==> config.mk <==
export PLATFORM = sky130hd
export DESIGN_NAME = instr_fetch_decode
export DESIGN_NICKNAME = d
export VERILOG_FILES = /design/src/rtl/isa_pkg.sv /design/src/rtl/instr_decoder.sv /design/src/rtl/instr_fetch_decode.sv
export SDC_FILE = /design/constraint.sdc
export NUM_CORES = 1
export LEC_CHECK = 0
export ABC_AREA = 1
export BUFFER_PORTS_ARGS = -buffer_cell sky130_fd_sc_hd__buf_4
export CAP_MARGIN = 5
export CORE_AREA = 2 2 72 57
export DETAILED_ROUTE_END_ITERATION = 10
export DIE_AREA = 0 0 74 59
export GPL_TIMING_DRIVEN = 1
export PLACE_DENSITY = 0.83
export SKIP_CTS_REPAIR_TIMING = 1
export SYNTH_ARGS = -nofsm -noshare
export SYNTH_HDL_FRONTEND = slang
export SYNTH_HIERARCHICAL = 1
export SYNTH_SLANG_ARGS = --single-unit
==> constraint.sdc <==
create_clock -name clk -period 3.55 [get_ports clk]
set_input_delay 0.1775 -clock clk [delete_from_list [all_inputs] [get_ports clk]]
set_output_delay 0.1775 -clock clk [all_outputs]
set_load 0.02 [all_outputs]
==> src/rtl/isa_pkg.sv <==
// Shared ISA definitions for the fetch/decode unit: opcodes, instruction
// field positions, decoded-class bit indices and the sequencer state type.
package isa_pkg;

  localparam logic [3:0] OP_NOP  = 4'h0;
  localparam logic [3:0] OP_LD   = 4'h8;
  localparam logic [3:0] OP_ST   = 4'h9;
  localparam logic [3:0] OP_JMP  = 4'hA;
  localparam logic [3:0] OP_BEQ  = 4'hB;
  localparam logic [3:0] OP_BNE  = 4'hC;
  localparam logic [3:0] OP_HALT = 4'hF;

  localparam int OP_HI  = 15;
  localparam int OP_LO  = 12;
  localparam int RD_HI  = 11;
  localparam int RD_LO  = 8;
  localparam int RS1_HI = 7;
  localparam int RS1_LO = 4;
  localparam int RS2_HI = 3;
  localparam int RS2_LO = 0;

  // Bit positions inside the decoder's one-hot class vector
  localparam int CLS_W    = 8;
  localparam int CLS_NOP  = 0;
  localparam int CLS_ALU  = 1;
  localparam int CLS_LD   = 2;
  localparam int CLS_ST   = 3;
  localparam int CLS_JMP  = 4;
  localparam int CLS_BEQ  = 5;
  localparam int CLS_BNE  = 6;
  localparam int CLS_HALT = 7;

  typedef enum logic [2:0] {
    ST_RESET,
    ST_FETCH,
    ST_DECODE,
    ST_ISSUE,
    ST_HALTED
  } state_t;

endpackage

==> src/rtl/instr_decoder.sv <==
// Purely combinational instruction decoder: splits a 16-bit word into its
// one-hot operation class, register fields, jump target and illegal marker.
module instr_decoder
  import isa_pkg::*;
#(
  parameter int PC_W    = 8,
  parameter int INSTR_W = 16
) (
  input  logic [INSTR_W-1:0] i_ir,
  output logic [CLS_W-1:0]   o_class,
  output logic [2:0]         o_alu_op,
  output logic [3:0]         o_rd,
  output logic [3:0]         o_rs1,
  output logic [3:0]         o_rs2,
  output logic [PC_W-1:0]    o_target,
  output logic               o_is_illegal
);

  logic [3:0] w_op;

  assign w_op     = i_ir[OP_HI:OP_LO];
  assign o_alu_op = w_op[2:0];
  assign o_rd     = i_ir[RD_HI:RD_LO];
  assign o_rs1    = i_ir[RS1_HI:RS1_LO];
  assign o_rs2    = i_ir[RS2_HI:RS2_LO];
  assign o_target = i_ir[PC_W-1:0];

  // Opcodes 1-7 are ALU ops; the remaining unlisted codes (D, E) are illegal
  always_comb begin
    o_class      = '0;
    o_is_illegal = 1'b0;
    case (w_op)
      OP_NOP:  o_class[CLS_NOP]  = 1'b1;
      OP_LD:   o_class[CLS_LD]   = 1'b1;
      OP_ST:   o_class[CLS_ST]   = 1'b1;
      OP_JMP:  o_class[CLS_JMP]  = 1'b1;
      OP_BEQ:  o_class[CLS_BEQ]  = 1'b1;
      OP_BNE:  o_class[CLS_BNE]  = 1'b1;
      OP_HALT: o_class[CLS_HALT] = 1'b1;
      default: begin
        if (!w_op[3]) o_class[CLS_ALU] = 1'b1;
        else          o_is_illegal     = 1'b1;
      end
    endcase
  end

endmodule

==> src/rtl/instr_fetch_decode.sv <==
// Fetch/decode sequencer: owns PC, IR and state, raises one-hot operation
// flags and waits for the control FSM to retire. Macro ILLEGAL_TRAP_EN
// turns illegal opcodes into a sticky trap instead of a NOP.
module instr_fetch_decode
  import isa_pkg::*;
#(
  parameter int PC_W    = 8,
  parameter int INSTR_W = 16
) (
  input  logic               clk,
  input  logic               reset,
  output logic [PC_W-1:0]    imem_addr,
  input  logic [INSTR_W-1:0] imem_rdata,
  input  logic               cmp_eq,
  input  logic               nextInstruction,
  input  logic               enableJUMP,
  input  logic               enableCMPJUMP,
  output logic               alu,
  output logic               ld,
  output logic               st,
  output logic               jump,
  output logic               cmpJump,
  output logic               cmpJumpEnable,
  output logic [2:0]         alu_op,
  output logic [3:0]         rd,
  output logic [3:0]         rs1,
  output logic [3:0]         rs2,
  output logic [PC_W-1:0]    pc,
  output logic               halted,
  output logic               illegal
);

  state_t             r_state;
  state_t             w_stateNext;
  logic [PC_W-1:0]    r_pc;
  logic [PC_W-1:0]    w_pcNext;
  logic [PC_W-1:0]    w_pcInc;
  logic [INSTR_W-1:0] r_ir;
  logic [INSTR_W-1:0] w_irNext;
  logic               r_alu, r_ld, r_st, r_jump, r_cmpJump;
  logic               w_aluNext, w_ldNext, w_stNext, w_jumpNext, w_cmpJumpNext;

  logic [INSTR_W-1:0] w_decIn;
  logic [CLS_W-1:0]   w_class;
  logic [PC_W-1:0]    w_target;
  logic               w_isIllegal;

`ifdef ILLEGAL_TRAP_EN
  logic               r_illegal;
  logic               w_illegalNext;
`endif

  // In DECODE the word comes straight from the ROM; afterwards the latched IR
  // keeps the fields stable while the FSM works on the instruction.
  assign w_decIn = (r_state == ST_DECODE) ? imem_rdata : r_ir;

  instr_decoder #(
    .PC_W    (PC_W),
    .INSTR_W (INSTR_W)
  ) u_decoder (
    .i_ir         (w_decIn),
    .o_class      (w_class),
    .o_alu_op     (alu_op),
    .o_rd         (rd),
    .o_rs1        (rs1),
    .o_rs2        (rs2),
    .o_target     (w_target),
    .o_is_illegal (w_isIllegal)
  );

  assign w_pcInc = r_pc + PC_W'(1);

  always_comb begin
    w_stateNext   = r_state;
    w_pcNext      = r_pc;
    w_irNext      = r_ir;
    w_aluNext     = r_alu;
    w_ldNext      = r_ld;
    w_stNext      = r_st;
    w_jumpNext    = r_jump;
    w_cmpJumpNext = r_cmpJump;
`ifdef ILLEGAL_TRAP_EN
    w_illegalNext = r_illegal;
`endif
    case (r_state)
      ST_RESET, ST_FETCH: w_stateNext = ST_DECODE;
      ST_DECODE: begin
        w_irNext = imem_rdata;
        if (w_class[CLS_HALT]) begin
          w_stateNext = ST_HALTED;
        end else if (w_isIllegal) begin
`ifdef ILLEGAL_TRAP_EN
          w_illegalNext = 1'b1;
          w_stateNext   = ST_HALTED;
`else
          w_pcNext    = w_pcInc;
          w_stateNext = ST_FETCH;
`endif
        end else if (w_class[CLS_NOP]) begin
          w_pcNext    = w_pcInc;
          w_stateNext = ST_FETCH;
        end else begin
          w_aluNext     = w_class[CLS_ALU];
          w_ldNext      = w_class[CLS_LD];
          w_stNext      = w_class[CLS_ST];
          w_jumpNext    = w_class[CLS_JMP];
          w_cmpJumpNext = w_class[CLS_BEQ] | w_class[CLS_BNE];
          w_stateNext   = ST_ISSUE;
        end
      end
      // Redirects outrank a plain retire when several enables coincide
      ST_ISSUE: begin
        if (enableJUMP || enableCMPJUMP || nextInstruction) begin
          w_pcNext      = (enableJUMP || enableCMPJUMP) ? w_target : w_pcInc;
          w_aluNext     = 1'b0;
          w_ldNext      = 1'b0;
          w_stNext      = 1'b0;
          w_jumpNext    = 1'b0;
          w_cmpJumpNext = 1'b0;
          w_stateNext   = ST_FETCH;
        end
      end
      ST_HALTED: w_stateNext = ST_HALTED;
      default:   w_stateNext = ST_FETCH;
    endcase
  end

  always_ff @(posedge clk) begin
    if (reset) begin
      r_state   <= ST_FETCH;
      r_pc      <= '0;
      r_ir      <= '0;
      r_alu     <= 1'b0;
      r_ld      <= 1'b0;
      r_st      <= 1'b0;
      r_jump    <= 1'b0;
      r_cmpJump <= 1'b0;
    end else begin
      r_state   <= w_stateNext;
      r_pc      <= w_pcNext;
      r_ir      <= w_irNext;
      r_alu     <= w_aluNext;
      r_ld      <= w_ldNext;
      r_st      <= w_stNext;
      r_jump    <= w_jumpNext;
      r_cmpJump <= w_cmpJumpNext;
    end
  end

`ifdef ILLEGAL_TRAP_EN
  always_ff @(posedge clk) begin
    if (reset) r_illegal <= 1'b0;
    else       r_illegal <= w_illegalNext;
  end
  assign illegal = r_illegal;
`else
  assign illegal = 1'b0;
`endif

  assign imem_addr     = r_pc;
  assign pc            = r_pc;
  assign alu           = r_alu;
  assign ld            = r_ld;
  assign st            = r_st;
  assign jump          = r_jump;
  assign cmpJump       = r_cmpJump;
  assign halted        = (r_state == ST_HALTED);
  assign cmpJumpEnable = (r_state == ST_ISSUE) && r_cmpJump &&
                         (w_class[CLS_BNE] ? !cmp_eq : cmp_eq);

endmodule

==> summary.txt <==
mapped cell area -> 1940 um^2
pin count of the biggest net entering global routing -> 31
Final ANT Viol Nets -> 0
Setup crit end kind -> output port
Worst Hold Class -> primary input to flop
RR Startpoint -> r_state[1]$_SDFFE_PP0P_
CP max FO -> 19
Clock Skew -> 0.00680 ns
Area Overhead vs Synth -> 15.6%
fmax -> 409 MHz
drt pass-1 iters -> 4
register area share after synthesis -> 0.329
FILL cells -> 346
Fin. Hold Viols -> 0
Max IR drop VDD -> 0.305 mV
total grt overflow -> 0
core area -> 3590 um^2
r2r setup slk -> 1.11 ns
global-route wire length before repair -> 6910 um
Max Cap Violations -> 0
Cell Pwr Density -> 430 nW/um^2
worst r2r path cells -> 13
Hold Crit Endpoint -> r_ir[14]$_SDFF_PP0_
required time of the critical path -> 3.37 ns
CTS Sinks -> 32
RSZ-0062 raised after global routing -> no
commonest non-fill, non-tap cell in the layout -> buf_4
hold path start -> imem_rdata[14]
Arrival @ worst endpoint -> 2.27 ns
# rows -> 19
cts bufs inserted -> 5
die height -> 59 um
detail-routed via count per cell -> 4.90
setup violators final -> 0
Startpoint Class -> flop
I/O Buffers -> 59
WS Path Type -> flop to output port
Synth Net Count -> 312
share of cells above drive strength 1 -> 0.269
root buffer cell -> clkbuf_8
Util after Layout -> 0.626
Synth Register Bits -> 32
die footprint -> 4370 um^2
reg2reg end -> st$_SDFFE_PP0P_
register area -> 641 um^2
initial antenna violation count -> 0
status -> complete, no violations
Chip Width -> 74 um
Worst Hold Depth -> 3
Antenna Cells -> 0
area of the multi-input gates -> 872 um^2
Worst-path clk slew -> 0.07 ns
Initial Util -> 0.542
drt wl/cell -> 11.4 um
DP HPWL -> 3150 um
leading area contributor after synthesis -> dfxtp_1
most frequent cells in the layout -> buf_4, nor2_1, nand2_1, dfxtp_1, inv_1
pre-CTS WS -> 1.18 ns
DRC -> 0
Vias -> 1804
drt total wl -> 4200 um
I/O pin total -> 61
Lkg Pwr -> 1.15 nW
Tcrit/Tclk final -> 0.689
WHS -> 0.145 ns
clock latency on the worst-skew pair -> 0.29 ns
Crit. Startpoint -> r_state[1]$_SDFFE_PP0P_
H-tree Lvls -> 2
Final TNS setup -> 0 ns
gpl congestion -> 0.831
Yosys cell types -> 27
Syn. warnings -> 6
cells after synthesis -> 289
CTS tree -> built
via count of the first global-routing pass -> 1579
Slew Viols, Final -> 0
gr usage total -> 0.208
ranking of synthesized cells by area -> dfxtp_1, buf_4, nor2_1, nand2_1, inv_1
DR iter-0 viols -> 135
largest buffer count on any clock path -> 2
Final min period -> 2.45 ns
setup ws final -> 1.10 ns
fin nets -> 338
top cell type's share of synthesized area -> 0.329
Mapped Avg Cell Area -> 6.73 um^2
==> state kept, by name, summed over array words and instances, names as in the netlist <==
signal     flops
r_state        3
imem_addr      8
r_ir          16
jump           1
alu            1
ld             1
st             1
cmpJump        1
==> cell type report <==
| cell class | count | share of cell area |
|---|---|---|
| clock buffer | 5 | 0.0306 |
| clock inverter | 3 | 0.0106 |
| inverter | 33 | 0.0562 |
| multi-input combinational | 183 | 0.388 |
| sequential | 32 | 0.285 |
| tap | 52 | 0.0290 |
| timing repair buffer | 60 | 0.200 |
==> Yosys cell counts <==
cell type / n
nor2_1: 45
nand2_1: 43
buf_4: 32
dfxtp_1: 32
inv_1: 31
o21ai_0: 21
nand3_1: 19
a21oi_1: 15
or2_1: 14
or2_2: 6
nand2_2: 5
buf_6: 4
clkbuf_1: 4
o21ai_1: 3
nor2_2: 2
o211ai_1: 2
a211oi_1: 1
buf_2: 1
conb_1: 1
ha_1: 1
inv_2: 1
inv_4: 1
nor2_4: 1
o21a_1: 1
o21ai_2: 1
o21bai_1: 1
xor2_1: 1
==> metal layers <==
metal / global-route usage / share of wire / vias up
met5: 0 / 0 / -
met4: 0.0805 / 0.0086 / 0
met3: 0.0510 / 0.067 / 5
met2: 0.319 / 0.45 / 66
met1: 0.285 / 0.47 / 815
li1: - / - / 918
==> report_power, final <==
group | internal (mW) | switching (mW) | leakage (nW)
registers | 0.382 | 0.0177 | 0.261
clock network | 0.139 | 0.144 | 0.0404
logic | 0.111 | 0.172 | 0.853
total | 0.632 | 0.334 | 1.15
==> stage by stage <==
| stage | cell area [um^2] | power (mW) | instances |
|---|---|---|---|
| finish | 2250 | 0.966 | 368 |
| CTS | 2250 | 0.974 | 368 |
| floorplan | 1940 | 0.648 | 289 |
| global route | 2250 | 1.03 | 368 |
| global placement | 2150 | 0.686 | 360 |
| detailed placement | 2150 | 0.690 | 360 |
==> worst max-delay path: stages (launching register included) <==
cell and delay (ns):
dfxtp_1 0.44, nand2_1 0.14, buf_4 0.22, o21ai_0 0.22, inv_1 0.14, inv_1 0.11
nand2_2 0.07, nor2_1 0.18, o21ai_0 0.10, a211oi_1 0.18, buf_4 0.18
==> cells by family after synthesis <==
kind of cell / after synthesis / synth area share
buffers and inverters: 74 / 0.222
AND/OR/NAND/NOR: 135 / 0.311
XOR/XNOR: 1 / 0.00451
AO/OA/AOI/OAI: 45 / 0.124
adder cells (fa/ha/maj): 1 / 0.00643
other: 1 / 0.00193
flip-flops: 32 / 0.329
==> worst max path at each step <==
stage | to | slack (ns) | cells after the start
after floorplan | cmpJumpEnable | 1.31 | 13
after global placement | jump$_SDFFE_PP0P_ | 1.26 | 13
after detailed placement | st$_SDFFE_PP0P_ | 1.18 | 13
after CTS | cmpJumpEnable | 1.10 | 12
after global routing | cmpJump$_SDFFE_PP0P_ | 0.86 | 13
final | cmpJumpEnable | 1.10 | 10
Power figures use the tool's default switching activity.
